`src/rtl/out_neu_array.sv`:
```
// Output spiking-neuron layer: N leaky integrate-and-fire neurons updated one per cycle, with k-winner lateral inhibition.
// Optional refractory counters are enabled with macro OUT_NEU_REFRAC_EN.
module out_neu_array #(
  parameter int N    = 8,
  parameter int W    = 24,
  parameter int TH   = 15018,
  parameter int D    = 614,
  parameter int PRES = 0,
  parameter int PMIN = -2048000,
  parameter int REF  = 30,
  parameter int KWIN = 1
) (
  input  logic           clk,
  input  logic           rst,
  input  logic           start_img,
  input  logic           start_step,
  input  logic           isor,
  input  logic [N*W-1:0] syn_cur,
  output logic           busy,
  output logic           valid,
  output logic [N-1:0]   spike_out,
  output logic           first_spike,
  output logic           li_done
);

  localparam int IW = (N > 1) ? $clog2(N) : 1;
  localparam int XW = W + 2;
  localparam int KW = $clog2(KWIN + 1);
  localparam logic signed [XW-1:0] SMAX  = {3'b000, {(W-1){1'b1}}};
  localparam logic signed [XW-1:0] PMINX = XW'(PMIN);
  localparam logic signed [XW-1:0] DX    = XW'(D);
  localparam logic signed [W-1:0]  THW   = W'(TH);
  localparam logic signed [W-1:0]  PRESW = W'(PRES);
  localparam logic signed [W-1:0]  PMINW = W'(PMIN);

  typedef enum logic [2:0] {S_IDLE, S_UPDATE, S_SELECT, S_APPLY, S_DONE} state_t;

  state_t                r_state;
  logic [IW-1:0]         r_idx;
  logic signed [W-1:0]   r_pot [N];
  logic [N-1:0]          r_cand;
  logic [N-1:0]          r_win;
  logic [N-1:0]          r_fire;
  logic signed [W-1:0]   r_best;
  logic [IW-1:0]         r_bidx;
  logic                  r_have;
  logic [KW-1:0]         r_nwin;
`ifdef OUT_NEU_REFRAC_EN
  localparam int RW = (REF > 0) ? $clog2(REF + 1) : 1;
  logic [RW-1:0]         r_ref [N];
`endif

  logic signed [W-1:0]   w_cur_arr [N];
  logic signed [W-1:0]   w_pot;
  logic signed [W-1:0]   w_cur;
  logic signed [XW-1:0]  w_sum;
  logic signed [W-1:0]   w_next;
  logic                  w_refr;
  logic                  w_is_cand;
  logic                  w_last;
  logic                  w_take;
  logic                  w_found;
  logic [IW-1:0]         w_widx;
  logic [N-1:0]          w_fire;

  // Clamp the widened sum back into the potential range [PMIN, 2^(W-1)-1].
  function automatic logic signed [W-1:0] sat(input logic signed [XW-1:0] x);
    if (x > SMAX)
      sat = SMAX[W-1:0];
    else if (x < PMINX)
      sat = PMINX[W-1:0];
    else
      sat = x[W-1:0];
  endfunction

  for (genvar g = 0; g < N; g++) begin : g_cur
    assign w_cur_arr[g] = syn_cur[g*W +: W];
  end

  always_comb begin
    w_pot     = r_pot[r_idx];
    w_cur     = w_cur_arr[r_idx];
    w_sum     = XW'(w_pot) - DX + (isor ? XW'(w_cur) : '0);
    w_next    = sat(w_sum);
    w_refr    = 1'b0;
`ifdef OUT_NEU_REFRAC_EN
    w_refr    = (r_ref[r_idx] != '0);
`endif
    w_is_cand = !w_refr && (w_next >= THW);
    w_last    = (r_idx == IW'(N - 1));
    // Strict greater-than keeps the lowest index on equal potentials.
    w_take    = r_cand[r_idx] && !r_win[r_idx] && (!r_have || (w_pot > r_best));
    w_found   = w_take || r_have;
    w_widx    = w_take ? r_idx : r_bidx;
    w_fire    = li_done ? r_cand : r_win;
  end

  always_ff @(posedge clk or negedge rst) begin
    if (!rst) begin
      r_state     <= S_IDLE;
      r_idx       <= '0;
      busy        <= 1'b0;
      valid       <= 1'b0;
      spike_out   <= '0;
      first_spike <= 1'b0;
      li_done     <= 1'b0;
      r_cand      <= '0;
      r_win       <= '0;
      r_fire      <= '0;
      r_best      <= '0;
      r_bidx      <= '0;
      r_have      <= 1'b0;
      r_nwin      <= '0;
      for (int i = 0; i < N; i++) begin
        r_pot[i] <= PRESW;
`ifdef OUT_NEU_REFRAC_EN
        r_ref[i] <= '0;
`endif
      end
    end else if (start_img) begin
      r_state     <= S_IDLE;
      r_idx       <= '0;
      busy        <= 1'b0;
      valid       <= 1'b0;
      spike_out   <= '0;
      first_spike <= 1'b0;
      li_done     <= 1'b0;
      r_cand      <= '0;
      r_win       <= '0;
      r_have      <= 1'b0;
      for (int i = 0; i < N; i++) begin
        r_pot[i] <= PRESW;
`ifdef OUT_NEU_REFRAC_EN
        r_ref[i] <= '0;
`endif
      end
    end else begin
      valid       <= 1'b0;
      first_spike <= 1'b0;
      case (r_state)
        S_IDLE: begin
          if (start_step) begin
            r_state <= S_UPDATE;
            r_idx   <= '0;
            busy    <= 1'b1;
            r_cand  <= '0;
            r_win   <= '0;
          end
        end
        // UPDATE: one neuron per cycle through the shared adder
        S_UPDATE: begin
          if (w_refr) begin
`ifdef OUT_NEU_REFRAC_EN
            r_ref[r_idx] <= r_ref[r_idx] - 1'b1;
`endif
          end else begin
            r_pot[r_idx]  <= w_next;
            r_cand[r_idx] <= w_is_cand;
          end
          if (w_last) begin
            r_idx   <= '0;
            r_have  <= 1'b0;
            r_nwin  <= '0;
            r_state <= (((r_cand == '0) && !w_is_cand) || li_done) ? S_APPLY : S_SELECT;
          end else begin
            r_idx <= r_idx + 1'b1;
          end
        end
        // SELECT: each pass scans all neurons for the strongest unpicked candidate
        S_SELECT: begin
          if (w_take) begin
            r_best <= w_pot;
            r_bidx <= r_idx;
            r_have <= 1'b1;
          end
          if (w_last) begin
            r_idx  <= '0;
            r_have <= 1'b0;
            if (w_found) begin
              r_win[w_widx] <= 1'b1;
              r_nwin        <= r_nwin + 1'b1;
              r_state       <= (r_nwin == KW'(KWIN - 1)) ? S_APPLY : S_SELECT;
            end else begin
              r_state <= S_APPLY;
            end
          end else begin
            r_idx <= r_idx + 1'b1;
          end
        end
        // APPLY: reset firing neurons, inhibit the rest before the first image spike
        S_APPLY: begin
          r_fire <= w_fire;
          for (int i = 0; i < N; i++) begin
            if (w_fire[i]) begin
              r_pot[i] <= PRESW;
`ifdef OUT_NEU_REFRAC_EN
              r_ref[i] <= RW'(REF);
`endif
            end else if (!li_done && (|w_fire)) begin
              r_pot[i] <= PMINW;
            end
          end
          r_state <= S_DONE;
        end
        S_DONE: begin
          valid       <= 1'b1;
          busy        <= 1'b0;
          spike_out   <= r_fire;
          first_spike <= (|r_fire) && !li_done;
          li_done     <= li_done | (|r_fire);
          r_state     <= S_IDLE;
        end
        default: r_state <= S_IDLE;
      endcase
    end
  end

endmodule

```
`config.mk`:
```
export PLATFORM = sky130hd
export DESIGN_NAME = out_neu_array
export DESIGN_NICKNAME = d
export VERILOG_FILES = /design/src/rtl/out_neu_array.sv
export SDC_FILE = /design/constraint.sdc
export NUM_CORES = 1
export LEC_CHECK = 0
export BUFFER_PORTS_ARGS = -buffer_cell sky130_fd_sc_hd__clkbuf_2
export CORE_ASPECT_RATIO = 0.6
export CORE_MARGIN = 10
export CORE_UTILIZATION = 52
export CTS_BUF_LIST = sky130_fd_sc_hd__clkbuf_16
export CTS_CLUSTER_SIZE = 24
export DETAILED_ROUTE_END_ITERATION = 16
export PLACE_DENSITY = 0.69
export SETUP_SLACK_MARGIN = 0.3
export SYNTH_ARGS = -nofsm -noshare
export SYNTH_HDL_FRONTEND = slang
export SYNTH_SLANG_ARGS = --single-unit
export TNS_END_PERCENT = 30
```
`constraint.sdc`:
```
create_clock -name clk -period 11.8 [get_ports clk]
set_input_delay 1.18 -clock clk [delete_from_list [all_inputs] [get_ports clk]]
set_output_delay 1.18 -clock clk [all_outputs]
set_load 0.005 [all_outputs]
```
[After elaboration in Yosys (flattened, before gate mapping)]
Index checks and enable logic that the tools add are counted.
Word-level totals
  register bits: 263
  latch bits: 0
  bits in writable memories: 0
  memory bits (read-only): 0
  input port bits: 197
  output and inout port bits: 12
  logic and storage cells: 179
  memories kept: 0
Cells by class
  add/sub/neg operators: 4
  $mul: 0
  div/mod/pow operators: 0
  order comparisons: 10
  equal/unequal tests: 21
  shift-type cells: 0
  mux-type cells: 72
  bitwise operators: 4
  reduce and logical (&&, ||, !) cells: 46
Operator list (count)
  2-to-1 mux 24 bit: 16
  case mux 192 bit (2 select lines): 1
  bitwise mux 192 bit: 1
  2-to-1 mux 192 bit: 1
  binary-select mux 24 bit (select 3 bit): 2
  demux 24 bit (select 3 bit): 1
  2-to-1 mux 8 bit: 8
  != test 4 bit (second input constant): 9
  case mux 8 bit (2 select lines): 2
  adder 26 bit: 1
  > comparator 26 x 24 -> 1 bit (second input constant): 1
  < comparator 26 x 22 -> 1 bit (second input constant): 1
  2-to-1 mux 26 bit: 1
  AND reduction 2 bit: 13
  subtractor 24 x 11 -> 25 bit (second input constant): 1
  >= comparator 24 x 15 -> 1 bit (second input constant): 1
  > comparator 24 bit: 1
  2-to-1 mux 3 bit: 8
  2-to-1 mux 1 bit: 21
  nonzero test 3 bit: 6
  OR reduction 8 bit: 2
  != test 3 bit (second input constant): 4
  case mux 3 bit (4 select lines): 1
  AND reduction 3 bit: 3
  other kinds (28): 51

[Longest topological paths before layout]
  depth in word-level cells: 17
  mapped depth: 26
  mapped depth without buffers: 20

[Least setup slack after synthesis]
No wires, ideal clock.
  kind: reg2reg
  start: register r_idx[1]
  end: register r_pot[107] in the netlist's numbering
  setup time: 0.121 ns
  data arrival time: 5.187 ns
  required time: 11.679 ns
  slack: 6.492 ns
  stages on the path, launching flop included: 23
  buffers on the path: 4
  clock period less this slack: 5.308 ns
  cells stage by stage: dfrtp_1 buf_4 buf_4 mux4_2 mux2_2 ha_1 o211a_1 o31a_1 nand2b_4 nor4_2 xor2_1 ha_1 a21oi_1 o21ai_1 a21oi_1 nor2_1 or4_1 a21o_1 buf_2 and2_4 or2_1 clkbuf_1 a22o_1
On the way
  cells in the longest elaborated chain, start to end: 12
  elaborated cells between the ends (all ways): 22
  classes of those cells: 2 x add/sub; 4 x order compare; 14 x mux; 1 x bitwise; 1 x reduce/logical
Ends and longest elaborated chain
  start, declared: line 39  | logic [IW-1:0] r_idx;
  start signal, assigned: line 166  | r_idx <= r_idx + 1'b1;
  start signal, assigned: line 187  | r_idx <= r_idx + 1'b1;
  inverter 3 -> 4 bit (not written as such) (*): line 81  | w_pot = r_pot[r_idx];
  binary-select mux 24 bit (select 3 bit) (*): line 81
  2-to-1 mux 24 bit (not written as such) (*) (2 in a row): line 81
  named net w_pot[2]: line 54  | logic signed [W-1:0] w_pot;
  subtractor 24 x 11 -> 25 bit (*): line 83  | w_sum = XW'(w_pot) - DX + (isor ? XW'(w_cur) : '0);
  adder 26 bit (*): line 83
  < comparator 26 x 22 -> 1 bit: line 70  | else if (x < PMINX)
  2-to-1 mux 24 bit: line 70
  2-to-1 mux 24 bit (*): line 68  | if (x > SMAX)
  bitwise mux 192 bit (*): line 157  | r_pot[r_idx] <= w_next;
  case mux 192 bit (2 select lines) (*): line 140  | case (r_state)
  2-to-1 mux 192 bit (*): line 120  | end else if (start_img) begin
  end signal, assigned by index: line 157
  end, declared: line 40  | logic signed [W-1:0] r_pot [N];
The timed path passes the listed nets; every way through them passes the cells marked *. The select of a mux whose other input is x is not followed.
A chain may end at the register's enable or synchronous reset.

[Worst setup path after layout]
  start: register r_idx[0]
  end: register r_pot[40] in the netlist's numbering
Same word-level chain as after synthesis.

==> results.sh <==
export IMPL_dieArea_um2=38960
export IMPL_syn_avg_cell_area_um2=9.850
export IMPL_antenna_found_initial=0
export IMPL_status="finished, final reports clean"
export IMPL_synth_top_area_cell="dfrtp_1"
export IMPL_areaGrowthSynthToFinish_pct=13.24
export IMPL_r2r_slack_ns=3.75
export IMPL_cp_end_kind="flip-flop"
export IMPL_synth_most_common_cell="dfrtp_1"
export IMPL_synth_edf_count=0
export IMPL_remaining_drc_errors=0
export IMPL_clock_latency_ns=0.56
export IMPL_max_vdd_ir_drop_mv=0.2312
export IMPL_finClkSkew_ns=0.02267
export IMPL_cts_max_level=1
export IMPL_ff_latch_area_um2=6585
export IMPL_dp_hpwl_um=44960
export IMPL_worst_pin_slew_ns=1.117
export IMPL_fill_cells=2724
export IMPL_dr_pass1_iters=6
export IMPL_port_buffers=208
export IMPL_p_seq_frac=0.226
export IMPL_root_buffer="clkbuf_16"
export IMPL_powerDensity_nw_per_um2=253.5
export IMPL_max_slew_margin=0.2343
export IMPL_die_w_um=248.2
export IMPL_final_cell_area_um2=18410
export IMPL_rows=50
export IMPL_r2r_start="r_idx[0]"
export IMPL_clk_pin_slew_worst_paths_ns=0.06
export IMPL_critical_path_class="flip-flop to flip-flop"
export IMPL_r2r_end="r_pot[40]"
export IMPL_wirelength_um=62940
export IMPL_cts_tree="yes"
export IMPL_synth_top_cell_area_share=0.4049
export IMPL_wl_per_cell_um=28.14
export IMPL_hold_class="flip-flop to flip-flop"
export IMPL_initial_core_util=0.5248
export IMPL_place_congestion=0.9513
export IMPL_cp_depth=19
export IMPL_crit_family="simple AND/OR/NAND/NOR gates"
export IMPL_grt_first_pass_wirelength_um=93320
export IMPL_crit_buf_inv=3
export IMPL_p_sw_mw=2.411
export IMPL_max_freq_mhz=124.2
export IMPL_cts_resized=0
export IMPL_crit_path_max_fanout=45
export IMPL_min_delay_path_depth=2
export IMPL_leakagePower_nw=8.164
export IMPL_grt_overflow=0
export IMPL_slew_violations=0
export IMPL_crit_end="r_pot[40]"
export IMPL_required_ns=12.28
export IMPL_post_route_period_util=0.6822
export IMPL_drt_vias_per_instance=7.042
export IMPL_coreArea_um2=30970
export IMPL_power_frac_clock=0.176
export IMPL_grt_max_degree=116
export IMPL_grt_util_all_layers=0.3120
export IMPL_setup_viol=0
export IMPL_r2r_cells=19
export IMPL_synth_warnings=0
export IMPL_antenna_cells=0
export IMPL_maxCapViolCount=0
export IMPL_min_period_ns=8.050
export IMPL_ctsHoldBuffers=0
export IMPL_post_cts_buffers=0
export IMPL_drive_gt1_frac=0.2164
export IMPL_hold_viol=0
export IMPL_syn_nets=1900
export IMPL_multi_input_area_um2=9021
export IMPL_intPower_mw=2.255
export IMPL_cp_slowest_cell="a21oi_2"
export IMPL_first_global_vias=14740
export IMPL_cts_buffers_inserted=25
export IMPL_syn_inst=1650
export IMPL_drt_iter0_drc=2377
export IMPL_rsz0062_at_grt="false"
export IMPL_path_cells="buf_4, inv_1, nor3_2, buf_4, a22oi_1, o2111ai_1, a21boi_1, nand2b_1, nor2_1, xnor2_1, ha_1, nand2_1, nor4_1, nand2_1, a2111o_1, a21oi_2, nand2_2, nor2_2, a221o_1"
export IMPL_p_comb_frac=0.598
export IMPL_synth_area_top_cells="dfrtp_1 40%, a22oi_1 6.1%, a221o_1 5.1%, ha_1 4.0%, nand2_1 3.3%"
export IMPL_cp_startpoint="r_idx[0]"
export IMPL_startpoint_type="flip-flop"
export IMPL_slowest_delay_ns=0.87
export IMPL_vias=15750
export IMPL_finalSetupTns_ns=0
export IMPL_ys_seq_elements=263
export IMPL_netSwitchingFraction=0.5167
export IMPL_worstPathArrival_ns=8.53
export IMPL_clock_sink_count=263
export IMPL_ys_seq_area_frac=0.4049
export IMPL_netlist_cell_type_count=91
export IMPL_fp_dieH_um=156.9
export IMPL_placed_area_um2=17600
export IMPL_async_reset_ff_frac=1.000
export IMPL_synth_common_cells="263 x dfrtp_1, 145 x nand2_1, 131 x a22oi_1, 93 x nor2_1, 91 x a21oi_1"
export IMPL_syn_area_um2=16250
export IMPL_ios=209
export IMPL_synth_ff_type="dfrtp_1"
export IMPL_nets=2053
export IMPL_clockBufferDepth=3
export IMPL_antenna_left=0
layout make-up:
type / count / share of cell area
flip-flops and latches: 263 / 0.3578
well taps: 416 / 0.02828
repair buffers: 240 / 0.07016
inverters: 49 / 0.009993
clock buffers: 25 / 0.03399
clock inverters: 20 / 0.009653
multi-input cells: 1224 / 0.4901
cells by family after synthesis:
| logic type | after synthesis | share of synthesized area |
|---|---|---|
| AOI/OAI and AO/OA | 646 | 0.2974 |
| and+or+nand+nor | 406 | 0.1216 |
| buffers and inverters | 163 | 0.04650 |
| adders and majority gates | 53 | 0.04126 |
| xor gates and xnor gates | 37 | 0.02086 |
| DFF | 263 | 0.4049 |
| muxes | 82 | 0.06744 |
state kept, by name, summed over array words and instances (netlist names), 8 cells and up:
signal / count
r_pot: 192
r_win: 8
r_best: 24
r_cand: 8
r_fire: 8
spike_out: 8
layout by cell type (no fill, tap or decap), types with 9 or more instances in the layout:
cell / netlist / final
xor2_1: 16 / 16
nand3_1: 19 / 19
clkbuf_16: 0 / 25
nand4_1: 25 / 25
xnor2_1: 19 / 19
nor3_2: 2 / 9
a31oi_1: 10 / 10
nand2_1: 145 / 145
buf_4: 8 / 32
o31ai_1: 11 / 11
a221oi_1: 20 / 20
ha_1: 52 / 52
nor3_1: 35 / 27
a22oi_1: 131 / 131
mux4_2: 17 / 17
o21ai_0: 83 / 83
inv_1: 47 / 49
o21ai_1: 42 / 42
nor2b_1: 14 / 14
a21oi_1: 91 / 91
mux2_1: 17 / 17
a22o_1: 29 / 29
a21o_1: 13 / 13
a32o_1: 9 / 9
o21a_1: 9 / 9
mux2i_1: 18 / 18
dfrtp_1: 263 / 260
a221o_1: 83 / 83
clkbuf_2: 0 / 207
a41oi_1: 25 / 25
mux2_2: 29 / 29
nor2_1: 93 / 93
nand2b_1: 18 / 18
metal layers:
layer / GRT usage / up-vias / part of all wire
met2: 0.4135 / 1110 / 0.41
met3: 0.09834 / 120 / 0.13
met5: 0 / - / 0
met4: 0.07330 / 0 / 0.024
met1: 0.4764 / 7811 / 0.44
li1: - / 6713 / -
through the flow:
step / setup slack, ns / hold WS, ns / power (mW) / util / cells
2_1_floorplan: 6.492 / 0.4429 / 2.837 / - / 1650
3_5_place_dp: 4.135 / 0.4635 / 3.750 / 0.5684 / 2192
3_3_place_gp: 4.120 / 0.4566 / 3.723 / 0.5684 / 2192
4_1_cts: 4.079 / 0.4777 / 4.563 / 0.5943 / 2237
6_report: 3.750 / 0.4761 / 4.667 / 0.5943 / 2237
5_1_grt: 3.448 / 0.4958 / 4.886 / 0.5943 / 2237
worst register-to-register path, cell delays in order (launching register included):
cell and delay (ns):
dfrtp_2 0.34, buf_4 0.53, inv_1 0.56, nor3_2 0.28
buf_4 0.51, a22oi_1 0.16, o2111ai_1 0.32, a21boi_1 0.41
nand2b_1 0.30, nor2_1 0.16, xnor2_1 0.17, ha_1 0.43
nand2_1 0.25, nor4_1 0.52, nand2_1 0.25, a2111o_1 0.57
a21oi_2 0.87, nand2_2 0.51, nor2_2 0.65, a221o_1 0.21
power by group through the flow:
stage               sequential (mW)  clock [mW]  combinational, mW
floorplan                      1.04           0               1.79
global placement               1.06           0               2.66
detailed placement             1.06           0               2.69
CTS                            1.05       0.820               2.69
global route                   1.06       0.863               2.96
finish                         1.05       0.821               2.79
how the worst min path moves through the flow:
| stage | to | from | slack (ns) |
|---|---|---|---|
| after global placement | r_pot[101] | r_pot[101] | 0.46 |
| after global routing | r_pot[101] | r_pot[101] | 0.50 |
| final | r_pot[101] | r_pot[101] | 0.48 |
| after floorplan | r_pot[101] | r_pot[101] | 0.44 |
| after detailed placement | r_pot[101] | r_pot[101] | 0.46 |
| after CTS | r_pot[101] | r_pot[101] | 0.48 |
Power figures use the tool's default switching activity.
